**config.mk**
```make
export PLATFORM = sky130hd
export DESIGN_NAME = fetch_stage
export DESIGN_NICKNAME = d
export VERILOG_FILES = /design/src/rtl/fetch_stage.sv
export SDC_FILE = /design/constraint.sdc
export NUM_CORES = 1
export LEC_CHECK = 0
export CAP_MARGIN = 20
export CORE_UTILIZATION = 52
export CTS_BUF_LIST = sky130_fd_sc_hd__clkbuf_8
export DETAILED_ROUTE_END_ITERATION = 6
export MAX_ROUTING_LAYER = met4
export PLACE_DENSITY = 0.94
export SETUP_SLACK_MARGIN = 0.2
export SYNTH_ARGS = -nofsm -noshare
export SYNTH_HDL_FRONTEND = slang
export SYNTH_SLANG_ARGS = --single-unit
```
**constraint.sdc**
```tcl
create_clock -name clk -period 2.91 [get_ports clk]
set_input_delay 0.582 -clock clk [delete_from_list [all_inputs] [get_ports clk]]
set_output_delay 0.582 -clock clk [all_outputs]
set_load 0.005 [all_outputs]
```
**src/rtl/fetch_stage.sv**
```systemverilog
// Instruction-fetch stage: owns the fetch PC and the IF/ID pipeline register,
// drives the instruction-memory address and handles redirects, imem wait
// states, decode stalls and misaligned fetch addresses.
module fetch_stage #(
  parameter logic [31:0] RESET_PC   = 32'h0000_3000,
  parameter logic [31:0] EXC_VECTOR = 32'h0000_4180
) (
  input  logic        clk,
  input  logic        reset,
  input  logic        stall_d,
  input  logic        br_redirect,
  input  logic [31:0] br_target,
  input  logic        eret_redirect,
  input  logic [31:0] epc,
  input  logic        exc_redirect,
  output logic [31:0] imem_addr,
  input  logic [31:0] imem_rdata,
  input  logic        imem_ready,
  output logic [31:0] instr_d,
  output logic [31:0] pc_d,
  output logic        valid_d,
  output logic        bd_d,
  output logic        adel_d
);

  logic [31:0] pcF_q, pcF_d;
  logic [31:0] ifInstr_q, ifInstr_d;
  logic [31:0] ifPc_q, ifPc_d;
  logic        ifValid_q, ifValid_d;
  logic        ifBd_q, ifBd_d;
  logic        ifAdel_q, ifAdel_d;
  logic        pendV_q, pendV_d;
  logic [31:0] pendPc_q, pendPc_d;

  logic        mis;
  logic        rdy;
  logic        adv;

  // A misaligned fetch never touches imem, so it counts as an immediate
  // completion that produces an address-error entry instead of a word.
  assign mis = (pcF_q[1:0] != 2'b00);
  assign rdy = imem_ready | mis;
  assign adv = rdy & ~stall_d;

  assign imem_addr = pcF_q;
  assign instr_d   = ifInstr_q;
  assign pc_d      = ifPc_q;
  assign valid_d   = ifValid_q;
  assign bd_d      = ifBd_q;
  assign adel_d    = ifAdel_q;

  // Next-state selection: flushes beat stalls, stalls beat wait states, and a
  // branch seen during a wait state is parked until the delay slot arrives.
  always_comb begin
    pcF_d     = pcF_q;
    ifInstr_d = ifInstr_q;
    ifPc_d    = ifPc_q;
    ifValid_d = ifValid_q;
    ifBd_d    = ifBd_q;
    ifAdel_d  = ifAdel_q;
    pendV_d   = pendV_q;
    pendPc_d  = pendPc_q;

    if (exc_redirect || eret_redirect) begin
      pcF_d     = exc_redirect ? EXC_VECTOR : epc;
      ifInstr_d = 32'h0;
      ifPc_d    = 32'h0;
      ifValid_d = 1'b0;
      ifBd_d    = 1'b0;
      ifAdel_d  = 1'b0;
      pendV_d   = 1'b0;
    end else if (stall_d) begin
      pcF_d = pcF_q;
    end else if (!rdy) begin
      ifInstr_d = 32'h0;
      ifValid_d = 1'b0;
      ifBd_d    = 1'b0;
      ifAdel_d  = 1'b0;
      if (br_redirect) begin
        pendV_d  = 1'b1;
        pendPc_d = br_target;
      end
    end else if (adv) begin
      ifInstr_d = mis ? 32'h0 : imem_rdata;
      ifPc_d    = pcF_q;
      ifValid_d = 1'b1;
      ifAdel_d  = mis;
      ifBd_d    = br_redirect | pendV_q;
      if (br_redirect) begin
        pcF_d = br_target;
      end else if (pendV_q) begin
        pcF_d = pendPc_q;
      end else begin
        pcF_d = pcF_q + 32'd4;
      end
      pendV_d = 1'b0;
    end
  end

  // State registers; reset discards any in-flight fetch or parked redirect.
  always_ff @(posedge clk or negedge reset) begin
    if (!reset) begin
      pcF_q     <= RESET_PC;
      ifInstr_q <= 32'h0;
      ifPc_q    <= 32'h0;
      ifValid_q <= 1'b0;
      ifBd_q    <= 1'b0;
      ifAdel_q  <= 1'b0;
      pendV_q   <= 1'b0;
      pendPc_q  <= 32'h0;
    end else begin
      pcF_q     <= pcF_d;
      ifInstr_q <= ifInstr_d;
      ifPc_q    <= ifPc_d;
      ifValid_q <= ifValid_d;
      ifBd_q    <= ifBd_d;
      ifAdel_q  <= ifAdel_d;
      pendV_q   <= pendV_d;
      pendPc_q  <= pendPc_d;
    end
  end

endmodule

```
After elaboration in Yosys (flattened, before gate mapping):

Cells that the tools add are included.

* bits in registers: 132
* input port bits: 103

* $add $sub $neg: 1
* equal/unequal tests: 2
* mux-type cells: 33
* bitwise gates (word level): 6
* reductions and logical operators: 9

Operator list (count)
* $mux 32: 16
* $add 32x3->32 const B: 1
* $mux 1: 17
* $reduce_and 3->1: 2
* $reduce_bool 2->1: 3
* $reduce_and 4->1: 1
* $ne 3x1->1 const B: 1
* $not 1->1: 3
* $reduce_bool 3->1: 1
* $ne 2x1->1 const B: 1
* $or 1x1->1: 2
* $reduce_and 2->1: 1
* $and 1x1->1: 1
* $logic_or 1x1->1: 1

Depth between registers and ports, before layout:

Gate-level depths: netlist of the first run.

* word-level depth: 7
* gate-level depth with buffers: 7
* mapped depth without buffers: 6

Worst setup path after synthesis of the first run:

No wires, ideal clock.

* path kind: in2reg
* from: input br_redirect
* to: register pcF_q[30], in the netlist imem_addr[30]
* library setup time: 0.087 ns
* arrival: 1.847 ns
* setup slack: 0.976 ns
* cell stages on the path: 7
* cells stage by stage: clkbuf_1 -> or2_1 -> buf_2 -> nor2_1 -> o2111ai_1 -> or3_1 -> o211ai_1

* word-level cells in the longest chain between the ends: 5

RTL lines
* start, declared: line 11 `input logic br_redirect,`
* $mux 32: line 89 `if (br_redirect) begin`
* $mux 32: line 83 `end else if (adv) begin`
* $mux 32: line 74 `end else if (!rdy) begin`
* $mux 32: line 72 `end else if (stall_d) begin`
* $mux 32: line 64 `if (exc_redirect || eret_redirect) begin`
* end signal, assigned: line 112 `pcF_q <= pcF_d;`
* end, declared: line 26 `logic [31:0] pcF_q, pcF_d;`

No other way between the ends. The select of a mux whose other input is x is not followed.
A chain may end at the register's enable or synchronous reset.

Worst setup path in the final report of the first run:

* from: register pcF_q[4], in the netlist imem_addr[4]
* to: register pcF_q[23], in the netlist imem_addr[23]

* word-level cells in the longest chain between the ends: 7

RTL lines
* $add 32x3->32: line 94 `pcF_d = pcF_q + 32'd4;`
* $mux 32: line 91 `end else if (pendV_q) begin`
* $mux 32: line 89
* $mux 32: line 83
* $mux 32: line 74
* $mux 32: line 72
* $mux 32: line 64

No other way between the ends. The select of a mux whose other input is x is not followed.

==> metrics.md, run 1 <==
| Metric | Value |
|---|---|
| CP peak stage delay | `0.59 ns` |
| Critical path depth | `6` |
| Worst Skew | `0.01108 ns` |
| All-Layer GR Usage | `37.86%` |
| Drt drc | `0` |
| Gpl congestion | `1.011` |
| Grt met3 use | `10.38%` |
| Syn Area/Cell | `~10 um2` |
| # clock sinks | `132` |
| First-pass GRT wire length | `around 36000 um` |
| CP startpoint kind | `flop` |
| Final worst slack | `0.4293 ns` |
| Clock-pin slew on the worst setup and hold paths | `0.08 ns` |
| Setup slack at placement | `0.1366 ns` |
| Crit path buf inv count | `1` |
| Min Tclk post-route | `approximately 2.5 ns` |
| Met1 Track Usage GR | `48.95%` |
| Worst-Skew Late Latency | `0.46 ns` |
| Yosys warns | `0` |
| Area occupied by multi-input gates | `3012 um2` |
| Seq/Total Area, Yosys | `50.31%` |
| Slew Viols, Final | `0` |
| CTS root buf | `clkbuf_8` |
| Vias in the first global route | `~6500` |
| Fillers | `792` |
| CP delay by family, top | `simple AND/OR/NAND/NOR gates` |
| DR vias/cell | `6.319` |
| Synth Instances | `658` |
| H-tree depth | `4` |
| DPL Wire Length | `16740 um` |
| Critical-path maximum fanout | `8` |
| Leakage | `about 3.8 nW` |
| Slew @ Worst Pin | `0.6780 ns` |
| CTS Hold Bufs | `0` |
| Unique cell type count in the Yosys netlist | `69` |
| Port bufs | `between 200 and 250` |
| Final net count | `964` |
| TNS Setup | `0 ns` |
| Setup repair bufs after CTS | `0` |
| Cell Area, Synth | `around 6600 um2` |
| Largest net degree at the start of global routing | `64` |
| Power Dens Cells | `504.4 nW/um2` |
| Number of synthesized flops with an enable pin | `0` |
| Gr busiest metal | `met2` |
| Drt first-iter violations | `just under 800` |
| Max-cap viol count | `0` |
| Setup-failing EPs final | `0` |
| Io pins | `slightly above 200` |
| Row count | `40` |
| Crit path from | `imem_addr[4]` |
| HP Class | `in2async` |
| Via Count | `6578` |
| Slew headroom | `between 50% and 60%` |
| RSZ-0062 raised after global routing | `false` |
| Status | `complete, no violations` |
| Period Utilization, post-route | `85.25%` |
| CP max stage cell | `dfrtp_1` |
| CTS resizes | `0` |
| CP required | `3.24 ns` |
| Clock tree buffer depth | `2` |
| Maximum vdd drop | `roughly 0.00037 V` |
| Worst reg-to-reg setup slack | `0.43 ns` |
| Post-synth top flop | `dfrtp_1` |
| Die Height | `114.4 um` |
| Total Wirelength | `23350 um` |
| Synth Register Bits | `132` |
| Crit path cell chain | `nand3_1 -> nor3_4 -> nand2_1 -> o311ai_0 -> buf_4 -> a21oi_1` |
| ANT nets after route | `0` |
| FF/Latch Area | `between 3000 and 4000 um2` |
| Full die area | `approximately 13000 um2` |
| FFs w/ async S/R, synth | `100.0%` |
| Synth Net Count | `762` |
| Arr. time, crit path | `2.81 ns` |
| Max frequency | `slightly above 400 MHz` |
| Layout cells sized above 1 | `between 10% and 20%` |
| Crit path to | `imem_addr[23]` |
| Num CTS Buffers | `17` |
| WL per Instance | `22.43 um` |
| Worst Setup End Kind | `flop` |
| CTS tree | `done` |
| Grt total ovfl | `0` |
| Worst Setup Path Type | `reg2reg` |
| Worst reg-to-reg path cell count | `6` |
| Starting Density | `54.02%` |
| Antenna cell count | `0` |
| Initial antenna violation count | `0` |
| Layout area overhead | `41.71%` |
| Die W | `roughly 110 um` |
| Final hold vios | `0` |
| RR Endpoint | `imem_addr[23]` |
| M2 GR Usage | `56.85%` |
| Worst r2r src | `imem_addr[4]` |
| DRT Pass-1 Iters | `7` |
| Core area | `12160 um2` |
## cell type report
type,instances,area share (%)
Sequential cell,132,35.51
Multi-Input combinational cell,463,32.35
Timing Repair Buffer,235,24.66
Clock buffer,18,2.661
Tap cell,168,2.258
Clock inverter,14,2.123
Inverter,11,0.4435
## cells by family (layout without fill, tap and decap cells)
logic type	after synthesis	in the layout	synth area share [%]
adder cells (fa/ha/maj)	1	1	0.1904
AO/OA/AOI/OAI	194	194	21.39
flip-flops	132	132	50.31
XOR/XNOR	14	14	1.866
multiplexers	38	38	6.399
AND/OR/NAND/NOR	216	216	15.79
buffers and inverters	63	278	4.056
## synth_stat cells (3+ instances only)
cell type / n / share of area (%)
o211ai_1: 3 / 0.34
nand2b_1: 7 / 0.67
dfrtp_1: 130 / 50
o21ai_0: 18 / 1.4
clkbuf_1: 26 / 1.5
buf_2: 15 / 1.1
o31ai_1: 5 / 0.57
o311ai_0: 5 / 0.67
mux2i_1: 6 / 0.91
a221oi_1: 21 / 2.8
o2111ai_1: 5 / 0.67
xor2_1: 5 / 0.67
nor3_1: 9 / 0.69
nand3_1: 16 / 1.2
or2_2: 3 / 0.29
or2_1: 3 / 0.29
a221o_1: 4 / 0.61
a22oi_1: 3 / 0.34
and3_1: 5 / 0.48
a31oi_1: 3 / 0.29
o22ai_1: 8 / 0.76
or3_1: 3 / 0.29
a21oi_1: 50 / 3.8
nand4_1: 7 / 0.67
inv_1: 9 / 0.51
nor2_1: 32 / 1.8
mux2_2: 32 / 5.5
and2_1: 3 / 0.29
nor4_1: 5 / 0.48
o31a_1: 6 / 0.80
buf_1: 9 / 0.51
nor2b_1: 8 / 0.76
xnor2_1: 9 / 1.2
a22o_1: 38 / 5.1
a211o_1: 3 / 0.40
nand2_1: 103 / 5.9
## through the flow
step           power [W]  area, um2  cells  hold slack (ns)  utilization, %
3_3_place_gp    0.002944       8850   1008           0.4787           72.77
5_1_grt         0.004870       9310   1041           0.1257           76.55
6_report        0.004696       9310   1041          0.08650           76.55
2_1_floorplan   0.002498       6570    658           0.2864               -
3_5_place_dp    0.002981       8850   1008           0.4847           72.77
4_1_cts         0.004692       9295   1040           0.1105           76.43
## worst reg2reg max path: stages, from the launching register on
cell	delay [ns]
dfrtp_1	0.59
nand3_1	0.44
nor3_4	0.47
nand2_1	0.17
o311ai_0	0.45
buf_4	0.19
a21oi_1	0.06
## state kept, by name, indices dropped and copies added (netlist names)
register and flops:
pendPc_q 32, bd_d 1, instr_d 32, pendV_q 1, imem_addr 32, valid_d 1
pc_d 32, adel_d 1
## layer usage
metal / part of all wire (%) / vias up
met2: 47 / 458
met5: 0 / -
met4: 2.8 / 0
met1: 39 / 3208
met3: 11 / 70
li1: - / 2842
## layout by cell type (no fill, tap or decap), drive strengths merged, types with 7 or more instances in the layout
cell / instances
buf: 36
nor2: 33
nand2: 103
clkdlybuf4s50: 199
nor2b: 8
nand2b: 7
nand4: 9
a22o: 38
or2: 7
o21ai: 20
mux2: 32
a221oi: 21
a21oi: 50
o22ai: 8
xnor2: 9
dfrtp: 130
nor3: 12
inv: 13
clkbuf: 18
nand3: 16
## where the power goes
part	internal, W	switching [W]	leakage, nW
sequential	0.00200	0.000155	1.75
combinational	0.000439	0.000383	1.86
clock	0.000965	0.000756	0.220
## worst min-delay path by stage
stage	slack (ns)	start	endpoint	cells after the start
6_report	0.09	reset	pendPc_q[23]	1
5_1_grt	0.13	reset	pendPc_q[21]	1
4_1_cts	0.11	reset	pendPc_q[21]	1
3_5_place_dp	0.48	pendPc_q[7]	pendPc_q[7]	1
3_3_place_gp	0.48	pendPc_q[7]	pendPc_q[7]	1
2_1_floorplan	0.29	reset	adel_d	0
(Power assumes the default switching activity.)
==> run 2: changes to the inputs <==
Settings changed: RECOVER_POWER from default to 100, SLEW_MARGIN from default to 5.
==> run 2 against run 1 <==
Final cell count unchanged. Clock-buffer cell count is the same. The flow now finishes with violations (DRC, capacitance limit, slew limit). Worst setup slack lost 0.14 ns.
==> metrics.md, run 2 (synthesis results as in run 1) <==
| Metric | Value |
|---|---|
| CP startpoint kind | `primary input` |
| ANT nets after route | `0 (unchanged)` |
| Worst-Skew Late Latency | `0.47 ns (about the same)` |
| Port bufs | `201 (unchanged)` |
| Min Tclk post-route | `2.625 ns (+0.1441 ns)` |
| H-tree depth | `4 (unchanged)` |
| Critical-path maximum fanout | `18 (+10)` |
| Worst Skew | `0.01035 ns (-0.0007381 ns)` |
| Failing checks | `DRC, capacitance limit, slew limit` |
| DPL Wire Length | `16740 um (unchanged)` |
| CTS tree | `done` |
| CTS Hold Bufs | `0 (unchanged)` |
| Total Wirelength | `23270 um (-0.35%)` |
| Layout cells sized above 1 | `12.14% (-1.4 points)` |
| Clock tree buffer depth | `2 (unchanged)` |
| Worst Setup End Kind | `flop` |
| Starting Density | `54.02% (unchanged)` |
| CP required | `3.32 ns (+0.08 ns)` |
| DRT Pass-1 Iters | `7 (unchanged)` |
| HP Class | `in2async` |
| Arr. time, crit path | `3.04 ns (+0.23 ns)` |
| WL per Instance | `22.35 um (-0.35%)` |
| Full die area | `13090 um2 (unchanged)` |
| Io pins | `202 (unchanged)` |
| Leakage | `4.064 nW (+6.1%)` |
| Clock-pin slew on the worst setup and hold paths | `0.08 ns (about the same)` |
| Worst Setup Path Type | `in2reg` |
| Grt met3 use | `10.38% (unchanged)` |
| Maximum vdd drop | `0.0003536 V (-5.1%)` |
| Power Dens Cells | `504.3 nW/um2 (about the same)` |
| Initial antenna violation count | `0 (unchanged)` |
| Commonest non-fill, non-tap cell in the layout | `dfrtp_1` |
| Setup repair bufs after CTS | `0 (unchanged)` |
| Area post-placement | `8850 um2 (unchanged)` |
| Row count | `40 (unchanged)` |
| RSZ-0062 raised after global routing | `false` |
| Slew Viols, Final | `64 (+64)` |
| Period Utilization, post-route | `90.20% (+5.0 points)` |
| Die W | `114.4 um (unchanged)` |
| Final net count | `964 (unchanged)` |
| All-Layer GR Usage | `37.86% (unchanged)` |
| Final hold vios | `0 (unchanged)` |
| Layout area overhead | `40.79%` |
| Vias in the first global route | `6466 (unchanged)` |
| Largest net degree at the start of global routing | `64 (unchanged)` |
| Core area | `12160 um2 (unchanged)` |
| TNS Setup | `0 ns (unchanged)` |
| Met1 Track Usage GR | `48.95% (unchanged)` |
| Slew headroom | `-9.493% (-64 points)` |
| CTS resizes | `0 (unchanged)` |
| CTS root buf | `clkbuf_8` |
| DR vias/cell | `6.311 (-0.12%)` |
| Fin area | `9250 um2 (-0.65%)` |
| # clock sinks | `132 (unchanged)` |
| Num CTS Buffers | `17 (unchanged)` |
| Drt drc | `5 (+5)` |
| Drt first-iter violations | `753 (-3.6%)` |
| M2 GR Usage | `56.85% (unchanged)` |
| Grt total ovfl | `0 (unchanged)` |
| Gpl congestion | `1.011 (unchanged)` |
| Most frequent cells in the layout | `dfrtp_1 (130), clkdlybuf4s50_1 (104), nand2_1 (103)` |
| Via Count | `6570 (-0.12%)` |
| Status | `finished, violations left` |
| Antenna cell count | `0 (unchanged)` |
| Gr busiest metal | `met2` |
| Slew @ Worst Pin | `1.642 ns (+0.9644 ns)` |
| Die Height | `114.4 um (unchanged)` |
| Setup-failing EPs final | `0 (unchanged)` |
| First-pass GRT wire length | `35800 um (unchanged)` |
| Max-cap viol count | `1 (+1)` |
| Max frequency | `381.0 MHz (-5.5%)` |
run 2: changes by cell type in the layout (fill, tap and decap cells not counted), sizes merged:
cell / delta
clkdlybuf4s50: -95
clkbuf: +15
buf: -15
dlygate4sd3: +95
run 2: power breakdown:
group	internal, W	switching (W)	total, W	leakage, nW
Sequential	0.00200	0.000151	0.00215	1.75
Combinational	0.000409	0.000380	0.000789	2.09
Clock	0.000965	0.000764	0.00173	0.220
run 2: metrics by stage:
step | setup WS (ns) | hold WS (ns) | instances | util, % | power, W
detailed placement | 0.1366 | 0.4847 | 1008 | 72.77 | 0.002981
finish | 0.2851 | 0.5029 | 1041 | 76.06 | 0.004665
global placement | 0.2841 | 0.4787 | 1008 | 72.77 | 0.002944
floorplan | 0.9763 | 0.2864 | 658 | - | 0.002498
global route | 0.1952 | 0.5197 | 1041 | 76.06 | 0.004835
CTS | 0.5279 | 0.1105 | 1040 | 76.43 | 0.004692
run 2: layout make-up:
cell class	instances	area, um2
clock buffer	18	247.7
clock inverter	14	197.7
fill	813	2912
inverter	11	41.29
multi-input combinational	463	3004
sequential	132	3306
tap	168	210.2
timing repair buffer	235	2243
run 2: per-layer routing:
| layer | vias up | share of wire (%) |
|---|---|---|
| met5 | - | 0 |
| met4 | 0 | 3.2 |
| met3 | 79 | 11 |
| met2 | 466 | 47 |
| met1 | 3180 | 39 |
| li1 | 2845 | - |
run 2: path summary, 6_finish.rpt:
path	start	cells after the start	slack, ns	endpoint
worst max-delay path	stall_d	7	0.29	imem_addr[11]
worst max register to register	imem_addr[4]	6	0.41	imem_addr[23]
worst min-delay path	reset	1	0.50	pendPc_q[23]
max in group asynchronous	reset	2	0.80	imem_addr[19]
min in group clk	pendPc_q[7]	1	0.50	pendPc_q[7]
worst min register to register	pendPc_q[7]	1	0.50	pendPc_q[7]
run 2: critical path: stages:
cell	delay, ns
dlygate4sd3_1	0.67
buf_4	0.22
nor2_1	0.35
clkbuf_1	0.69
o21ai_0	0.23
nor3_1	0.18
a211o_1	0.12
